<file path="src/rtl/reg_write_arbiter_if.sv">
`default_nettype none
// ============================================================================
// Module   : reg_write_arbiter_if
// Purpose  : Bundles the two writeback request channels, the register-file
//            write port, the hazard query and the busy flag of
//            reg_write_arbiter into one interface.
// Modports : master - request issuer / reg_file side (drives REQn_*, QUERY_ADDRESS)
//            slave  - the arbiter itself (drives READY, WRITE_*, QUERY_HIT, BUSY)
// Revision : 1.0 - initial release
// ============================================================================
interface reg_write_arbiter_if #(
  parameter int DATA_WIDTH = 32,
  parameter int ADDR_WIDTH = 5
);
  logic                  REQ0_VALID;
  logic                  REQ0_READY;
  logic [ADDR_WIDTH-1:0] REQ0_ADDRESS;
  logic [DATA_WIDTH-1:0] REQ0_DATA;
  logic                  REQ1_VALID;
  logic                  REQ1_READY;
  logic [ADDR_WIDTH-1:0] REQ1_ADDRESS;
  logic [DATA_WIDTH-1:0] REQ1_DATA;
  logic                  WRITE_ENABLE;
  logic [ADDR_WIDTH-1:0] WRITE_ADDRESS;
  logic [DATA_WIDTH-1:0] WRITE_DATA;
  logic [ADDR_WIDTH-1:0] QUERY_ADDRESS;
  logic                  QUERY_HIT;
  logic                  BUSY;

  modport master (
    output REQ0_VALID, REQ0_ADDRESS, REQ0_DATA,
    output REQ1_VALID, REQ1_ADDRESS, REQ1_DATA,
    output QUERY_ADDRESS,
    input  REQ0_READY, REQ1_READY,
    input  WRITE_ENABLE, WRITE_ADDRESS, WRITE_DATA,
    input  QUERY_HIT, BUSY
  );

  modport slave (
    input  REQ0_VALID, REQ0_ADDRESS, REQ0_DATA,
    input  REQ1_VALID, REQ1_ADDRESS, REQ1_DATA,
    input  QUERY_ADDRESS,
    output REQ0_READY, REQ1_READY,
    output WRITE_ENABLE, WRITE_ADDRESS, WRITE_DATA,
    output QUERY_HIT, BUSY
  );
endinterface
`default_nettype wire

</file>
<file path="src/rtl/reg_write_arbiter.sv">
`default_nettype none
// ============================================================================
// Module   : reg_write_arbiter
// Purpose  : Shares the single reg_file write port between two writeback
//            sources (0 = pipeline WB, 1 = multi-cycle unit). Each source has
//            a FIFO_DEPTH-entry queue; one queued write issues per cycle.
//            QUERY_HIT flags pending writes so decode can stall on RAW.
// Ports    : CLK, RESET (sync, active-high)
//            bus (reg_write_arbiter_if.slave): REQn_VALID/READY/ADDRESS/DATA,
//            WRITE_ENABLE/ADDRESS/DATA, QUERY_ADDRESS/HIT, BUSY
// Options  : define ROUND_ROBIN_EN for alternating grant on contention;
//            default build is strict REQ0 priority.
// Revision : 1.0 - initial release
// ============================================================================
module reg_write_arbiter #(
  parameter int DATA_WIDTH = 32,
  parameter int ADDR_WIDTH = 5,
  parameter int FIFO_DEPTH = 2
) (
  input  wire logic          CLK,
  input  wire logic          RESET,
  reg_write_arbiter_if.slave bus
);
  localparam int C_PTR_W = $clog2(FIFO_DEPTH);
  localparam int C_CNT_W = $clog2(FIFO_DEPTH + 1);

  // Queue state, indexed [requester]
  logic [C_CNT_W-1:0]    cnt_q      [2];
  logic [C_CNT_W-1:0]    cnt_d      [2];
  logic [C_PTR_W-1:0]    rd_ptr_q   [2];
  logic [C_PTR_W-1:0]    rd_ptr_d   [2];
  logic [C_PTR_W-1:0]    wr_ptr_q   [2];
  logic [C_PTR_W-1:0]    wr_ptr_d   [2];
  logic [ADDR_WIDTH-1:0] addr_mem_q [2][FIFO_DEPTH];
  logic [ADDR_WIDTH-1:0] addr_mem_d [2][FIFO_DEPTH];
  logic [DATA_WIDTH-1:0] data_mem_q [2][FIFO_DEPTH];
  logic [DATA_WIDTH-1:0] data_mem_d [2][FIFO_DEPTH];

  logic [1:0]            w_req_valid;
  logic [ADDR_WIDTH-1:0] w_req_addr [2];
  logic [DATA_WIDTH-1:0] w_req_data [2];
  logic [1:0]            w_ready;
  logic [1:0]            w_push;
  logic [1:0]            w_pop;
  logic [1:0]            w_not_empty;
  logic                  w_grant1;
  logic                  w_write_en;
  logic [ADDR_WIDTH-1:0] w_head_addr;
  logic [DATA_WIDTH-1:0] w_head_data;
  logic                  w_query_hit;

  assign w_req_valid[0] = bus.REQ0_VALID;
  assign w_req_valid[1] = bus.REQ1_VALID;
  assign w_req_addr[0]  = bus.REQ0_ADDRESS;
  assign w_req_addr[1]  = bus.REQ1_ADDRESS;
  assign w_req_data[0]  = bus.REQ0_DATA;
  assign w_req_data[1]  = bus.REQ1_DATA;

  always_comb begin
    for (int i = 0; i < 2; i++) begin
      w_not_empty[i] = (cnt_q[i] != '0);
      // Count before the edge: a full queue is not ready even while popping.
      w_ready[i]     = !RESET && (cnt_q[i] < C_CNT_W'(FIFO_DEPTH));
      // Writes to x0 complete the handshake but are dropped here.
      w_push[i]      = w_req_valid[i] && w_ready[i] && (w_req_addr[i] != '0);
    end
  end

`ifdef ROUND_ROBIN_EN
  // rr_last_q = requester granted on the most recent contended cycle.
  logic rr_last_q;
  logic rr_last_d;
  logic w_contended;

  assign w_contended = &w_not_empty;
  assign w_grant1    = w_not_empty[1] && (!w_not_empty[0] || !rr_last_q);

  always_comb begin
    rr_last_d = rr_last_q;
    if (w_write_en && w_contended) begin
      rr_last_d = w_grant1;
    end
  end

  always_ff @(posedge CLK) begin
    if (RESET) begin
      rr_last_q <= 1'b1;
    end else begin
      rr_last_q <= rr_last_d;
    end
  end
`else
  assign w_grant1 = w_not_empty[1] && !w_not_empty[0];
`endif

  assign w_write_en = !RESET && (|w_not_empty);
  assign w_pop[0]   = w_write_en && !w_grant1;
  assign w_pop[1]   = w_write_en && w_grant1;

  assign w_head_addr = w_grant1 ? addr_mem_q[1][rd_ptr_q[1]] : addr_mem_q[0][rd_ptr_q[0]];
  assign w_head_data = w_grant1 ? data_mem_q[1][rd_ptr_q[1]] : data_mem_q[0][rd_ptr_q[0]];

  always_comb begin
    addr_mem_d = addr_mem_q;
    data_mem_d = data_mem_q;
    for (int i = 0; i < 2; i++) begin
      cnt_d[i]    = cnt_q[i];
      rd_ptr_d[i] = rd_ptr_q[i];
      wr_ptr_d[i] = wr_ptr_q[i];
      if (w_push[i]) begin
        addr_mem_d[i][wr_ptr_q[i]] = w_req_addr[i];
        data_mem_d[i][wr_ptr_q[i]] = w_req_data[i];
        wr_ptr_d[i]                = wr_ptr_q[i] + C_PTR_W'(1);
      end
      if (w_pop[i]) begin
        rd_ptr_d[i] = rd_ptr_q[i] + C_PTR_W'(1);
      end
      if (w_push[i] && !w_pop[i]) begin
        cnt_d[i] = cnt_q[i] + C_CNT_W'(1);
      end else if (w_pop[i] && !w_push[i]) begin
        cnt_d[i] = cnt_q[i] - C_CNT_W'(1);
      end
    end
  end

  // Storage needs no reset: entries are only visible through the counts.
  always_ff @(posedge CLK) begin
    addr_mem_q <= addr_mem_d;
    data_mem_q <= data_mem_d;
    if (RESET) begin
      for (int i = 0; i < 2; i++) begin
        cnt_q[i]    <= '0;
        rd_ptr_q[i] <= '0;
        wr_ptr_q[i] <= '0;
      end
    end else begin
      cnt_q    <= cnt_d;
      rd_ptr_q <= rd_ptr_d;
      wr_ptr_q <= wr_ptr_d;
    end
  end

  // Scan the occupied slots only (rd_ptr + j for j < count); stale slots
  // left behind by pops must not raise a hazard.
  always_comb begin
    w_query_hit = 1'b0;
    for (int i = 0; i < 2; i++) begin
      for (int j = 0; j < FIFO_DEPTH; j++) begin
        if ((C_CNT_W'(j) < cnt_q[i]) &&
            (addr_mem_q[i][C_PTR_W'(rd_ptr_q[i] + C_PTR_W'(j))] == bus.QUERY_ADDRESS)) begin
          w_query_hit = 1'b1;
        end
      end
    end
    if (bus.QUERY_ADDRESS == '0) begin
      w_query_hit = 1'b0;
    end
  end

  assign bus.REQ0_READY    = w_ready[0];
  assign bus.REQ1_READY    = w_ready[1];
  assign bus.WRITE_ENABLE  = w_write_en;
  assign bus.WRITE_ADDRESS = w_write_en ? w_head_addr : '0;
  assign bus.WRITE_DATA    = w_write_en ? w_head_data : '0;
  assign bus.QUERY_HIT     = w_query_hit;
  assign bus.BUSY          = |w_not_empty;
endmodule
`default_nettype wire

</file>
<file path="src/flat_wrapper.sv">
// flat-port wrapper written by rule: the top's interface ports become plain ports
module reg_write_arbiter_flat 
#(
  parameter int DATA_WIDTH = 32,
  parameter int ADDR_WIDTH = 5,
  parameter int FIFO_DEPTH = 2
)
  (CLK, RESET, bus_REQ0_VALID, bus_REQ0_ADDRESS, bus_REQ0_DATA, bus_REQ1_VALID, bus_REQ1_ADDRESS, bus_REQ1_DATA, bus_QUERY_ADDRESS, bus_REQ0_READY, bus_REQ1_READY, bus_WRITE_ENABLE, bus_WRITE_ADDRESS, bus_WRITE_DATA, bus_QUERY_HIT, bus_BUSY);
  reg_write_arbiter_if #(.DATA_WIDTH(DATA_WIDTH), .ADDR_WIDTH(ADDR_WIDTH)) bus_i ();
  input  wire logic CLK;
  input  wire logic RESET;
  input wire logic [$bits(bus_i.REQ0_VALID)-1:0] bus_REQ0_VALID;
  input wire logic [$bits(bus_i.REQ0_ADDRESS)-1:0] bus_REQ0_ADDRESS;
  input wire logic [$bits(bus_i.REQ0_DATA)-1:0] bus_REQ0_DATA;
  input wire logic [$bits(bus_i.REQ1_VALID)-1:0] bus_REQ1_VALID;
  input wire logic [$bits(bus_i.REQ1_ADDRESS)-1:0] bus_REQ1_ADDRESS;
  input wire logic [$bits(bus_i.REQ1_DATA)-1:0] bus_REQ1_DATA;
  input wire logic [$bits(bus_i.QUERY_ADDRESS)-1:0] bus_QUERY_ADDRESS;
  output wire logic [$bits(bus_i.REQ0_READY)-1:0] bus_REQ0_READY;
  output wire logic [$bits(bus_i.REQ1_READY)-1:0] bus_REQ1_READY;
  output wire logic [$bits(bus_i.WRITE_ENABLE)-1:0] bus_WRITE_ENABLE;
  output wire logic [$bits(bus_i.WRITE_ADDRESS)-1:0] bus_WRITE_ADDRESS;
  output wire logic [$bits(bus_i.WRITE_DATA)-1:0] bus_WRITE_DATA;
  output wire logic [$bits(bus_i.QUERY_HIT)-1:0] bus_QUERY_HIT;
  output wire logic [$bits(bus_i.BUSY)-1:0] bus_BUSY;
  assign bus_i.REQ0_VALID = bus_REQ0_VALID;
  assign bus_i.REQ0_ADDRESS = bus_REQ0_ADDRESS;
  assign bus_i.REQ0_DATA = bus_REQ0_DATA;
  assign bus_i.REQ1_VALID = bus_REQ1_VALID;
  assign bus_i.REQ1_ADDRESS = bus_REQ1_ADDRESS;
  assign bus_i.REQ1_DATA = bus_REQ1_DATA;
  assign bus_i.QUERY_ADDRESS = bus_QUERY_ADDRESS;
  assign bus_REQ0_READY = bus_i.REQ0_READY;
  assign bus_REQ1_READY = bus_i.REQ1_READY;
  assign bus_WRITE_ENABLE = bus_i.WRITE_ENABLE;
  assign bus_WRITE_ADDRESS = bus_i.WRITE_ADDRESS;
  assign bus_WRITE_DATA = bus_i.WRITE_DATA;
  assign bus_QUERY_HIT = bus_i.QUERY_HIT;
  assign bus_BUSY = bus_i.BUSY;
  reg_write_arbiter #(.DATA_WIDTH(DATA_WIDTH), .ADDR_WIDTH(ADDR_WIDTH), .FIFO_DEPTH(FIFO_DEPTH)) u_core (.CLK(CLK), .RESET(RESET), .bus(bus_i));
endmodule
</file>
<file path="config.mk">
export PLATFORM = sky130hd
export DESIGN_NAME = reg_write_arbiter_flat
export DESIGN_NICKNAME = d
export VERILOG_FILES = /design/src/rtl/reg_write_arbiter_if.sv /design/src/rtl/reg_write_arbiter.sv /design/src/flat_wrapper.sv
export SDC_FILE = /design/constraint.sdc
export NUM_CORES = 1
export LEC_CHECK = 0
export CAP_MARGIN = 20
export CORE_ASPECT_RATIO = 2
export CORE_UTILIZATION = 52
export DETAILED_ROUTE_END_ITERATION = 8
export PLACE_DENSITY = 0.92
export SLEW_MARGIN = 20
export SYNTH_ARGS = -nofsm -noshare
export SYNTH_HDL_FRONTEND = slang
export SYNTH_SLANG_ARGS = --single-unit
</file>
<file path="constraint.sdc">
create_clock -name CLK -period 4.1 [get_ports CLK]
set_input_delay 0.82 -clock CLK [delete_from_list [all_inputs] [get_ports CLK]]
set_output_delay 0.82 -clock CLK [all_outputs]
set_load 0.02 [all_outputs]
</file>
==> summary.md <==
| Metric | Value |
|---|---|
| IO Port Bufs | `~120` |
| Gr ovfl total | `0` |
| DR pass1 iterations | `4` |
| CP startpoint kind | `register` |
| Largest net degree at the start of global routing | `39` |
| Register area share after synthesis | `between 70% and 80%` |
| Outcome | `finished clean` |
| First-pass GRT wire length | `approximately 21 mm` |
| Drt initial violations | `166` |
| Clock tree buffer depth | `2` |
| Critical Path RT | `approximately 3.3 ns` |
| Setup Crit Path Kind | `reg -> out` |
| Setup-failing EPs final | `0` |
| Clock Pin Slew Worst Setup and Hold Paths | `roughly 0.050 ns` |
| Max Cap Viol | `0` |
| Nets | `about 600` |
| TritonCTS buffer count | `17` |
| Hold Crit Class | `reg -> reg` |
| Pwr dens | `approximately 590 nW/um2` |
| Number of global-route vias before repair | `4060` |
| Wire per inst | `21.1 um` |
| Pleak | `approximately 2.8 nW` |
| Placer Congestion | `approximately 0.85` |
| Crit Path Max Fanout | `14` |
| CTS resizes | `0` |
| Drc violations | `0` |
| Die Wd | `80.3 um` |
| Final period util | `between 90% and 100%` |
| Syn Area/Cell | `~17 um2` |
| Number of distinct library cells after synthesis | `25` |
| Starting Density | `between 50% and 60%` |
| Final core occ | `about 70%` |
| Slew HR | `56.4%` |
| Die area | `12700 um2` |
| Syn Inst Count | `about 380` |
| Setup Buffers After CTS | `0` |
| Endpoint class of the critical path | `output pin` |
| Initial antenna violation count | `0` |
| Pins Over Slew Limit | `0` |
| Via count | `roughly 3800` |
| Via density | `5.70` |
| RSZ-0062 raised after global routing | `false` |
| Worst skew pair latency | `approximately 0.41 ns` |
| Routed Antenna Nets | `0` |
| Standard-cell row count | `56` |
| # hold bufs at CTS | `0` |
| H-tree Lvls | `4` |
| Commonest cells after routing, fill and taps aside | `edfxtp_1 (148), clkdlybuf4s50_1 (124), mux2i_1 (83)` |
| # diodes | `0` |
| Drt total wl | `14.1 mm` |
| All-Layer GR Usage | `23.3%` |
| Fraction of layout cells with a size suffix above 1 | `8.97%` |
| Setup_tns | `0 ns` |
| Post-synth net total | `471` |
| YS warnings | `0` |
| Clk sinks | `~160` |
| Layout overhead on the synthesized area | `30.9%` |
| Mapped Area | `~6400 um2` |
| CORE AREA | `~12000 um2` |
| CTS Root Cell | `clkbuf_16` |
| Final clock skew | `0.00792 ns` |
| TritonCTS clock tree | `yes` |
| Die Ht | `around 160 um` |
| Slew @ Worst Pin | `~0.65 ns` |
| Peak VDD IR | `0.461 mV` |
| Post-DP HPWL | `just under 10 mm` |
| Arr. time, crit path | `between 2 and 3 ns` |
| I/O pin count | `between 100 and 150` |
| Register bit total from synthesis | `around 160` |
| Fin crit period | `3.77 ns` |
| Commonest non-fill, non-tap cell in the layout | `edfxtp_1` |
| Hold Vio Cnt, Final | `0` |
| Max Fclk | `between 0.2 and 0.3 GHz` |
## metrics by stage
stage	hold WS (ns)	cells	cell area, um2	worst slack, ns	total power, W
after floorplan	0.481	382	6370	0.495	0.00291
after global placement	0.502	638	7800	0.422	0.00350
after detailed placement	0.522	638	7800	0.415	0.00355
after CTS	0.535	669	8340	0.284	0.00494
after global routing	0.553	669	8340	0.201	0.00510
final	0.530	669	8340	0.326	0.00491
## metal layers
layer  global-route usage (%)  part of all wire, %
met5                        0                    0
met4                     13.6                  4.5
met3                     4.53                  3.6
met2                     44.4                   59
met1                     22.3                   32
## logic make-up (layout without fill, tap and decap cells)
group | count (synthesis) | count (layout) | share of synthesized area (%)
fa+ha+maj | 6 | 6 | 1.18
flops | 156 | 156 | 72.3
xor+xnor | 28 | 28 | 3.85
simple gates | 33 | 33 | 2.59
buf+inv | 32 | 174 | 2.48
mux | 84 | 84 | 13.3
compound gates | 43 | 43 | 4.34
## final timing paths
path | cells past startpoint | to | start | slack, ns
hold reg to reg | 2 | u_core.cnt_q[3]$_SDFFE_PP0P_ | u_core.cnt_q[3]$_SDFFE_PP0P_ | 0.53
setup reg to reg | 10 | u_core.cnt_q[1]$_SDFFE_PP0P_ | u_core.cnt_q[3]$_SDFFE_PP0P_ | 1.99
hold / removal | 2 | u_core.cnt_q[3]$_SDFFE_PP0P_ | u_core.cnt_q[3]$_SDFFE_PP0P_ | 0.53
setup / recovery | 8 | bus_QUERY_HIT | u_core.rd_ptr_q[1]$_SDFFE_PP0P_ | 0.33
## worst max-delay path, cell delays in order (launching register included)
cell	delay [ns]
dfxtp_2	0.54
buf_4	0.34
mux2i_1	0.33
xor2_1	0.19
nand4_1	0.13
nor4_1	0.19
nor4_1	0.09
a21oi_1	0.12
clkdlybuf4s50_1	0.61
## power breakdown
group | internal [W] | total (W) | switching [W]
Sequential | 0.00191 | 0.00200 | 0.0000855
Combinational | 0.000682 | 0.00152 | 0.000837
Clock | 0.000822 | 0.00140 | 0.000575
## flip-flops by register name (all words and copies together), names as in the netlist
register and count:
u_core.rd_ptr_q 2, u_core.wr_ptr_q 2, u_core.data_mem_q 128, u_core.cnt_q 4, u_core.addr_mem_q 20
## synth_stat cells
cell type,n,share of area [%]
a21oi_1,4,0.31
buf_1,6,0.35
buf_2,6,0.47
buf_6,4,0.71
clkbuf_1,8,0.47
dfxtp_1,8,2.5
edfxtp_1,148,70
ha_1,6,1.2
inv_1,8,0.47
mux2i_1,83,13
mux2i_2,1,0.22
nand2_1,1,0.059
nand2b_1,1,0.098
nand4_1,4,0.39
nor2_1,17,1.0
nor2b_1,1,0.098
nor3_1,2,0.16
nor3_2,1,0.16
nor4_1,3,0.29
o211ai_2,2,0.39
o22ai_1,37,3.6
or2_1,1,0.098
or4_1,2,0.24
xnor2_1,7,0.96
xor2_1,21,2.9
## area by class of cell
type                    instances  area, um2
flip-flops and latches        156       4610
clock inverters                13        103
well taps                     145        181
fillers                       757       3510
multi-input cells             194       1640
repair buffers                135       1350
inverters                       8       30.0
clock buffers                  18        429
Power figures use the tool's default switching activity.
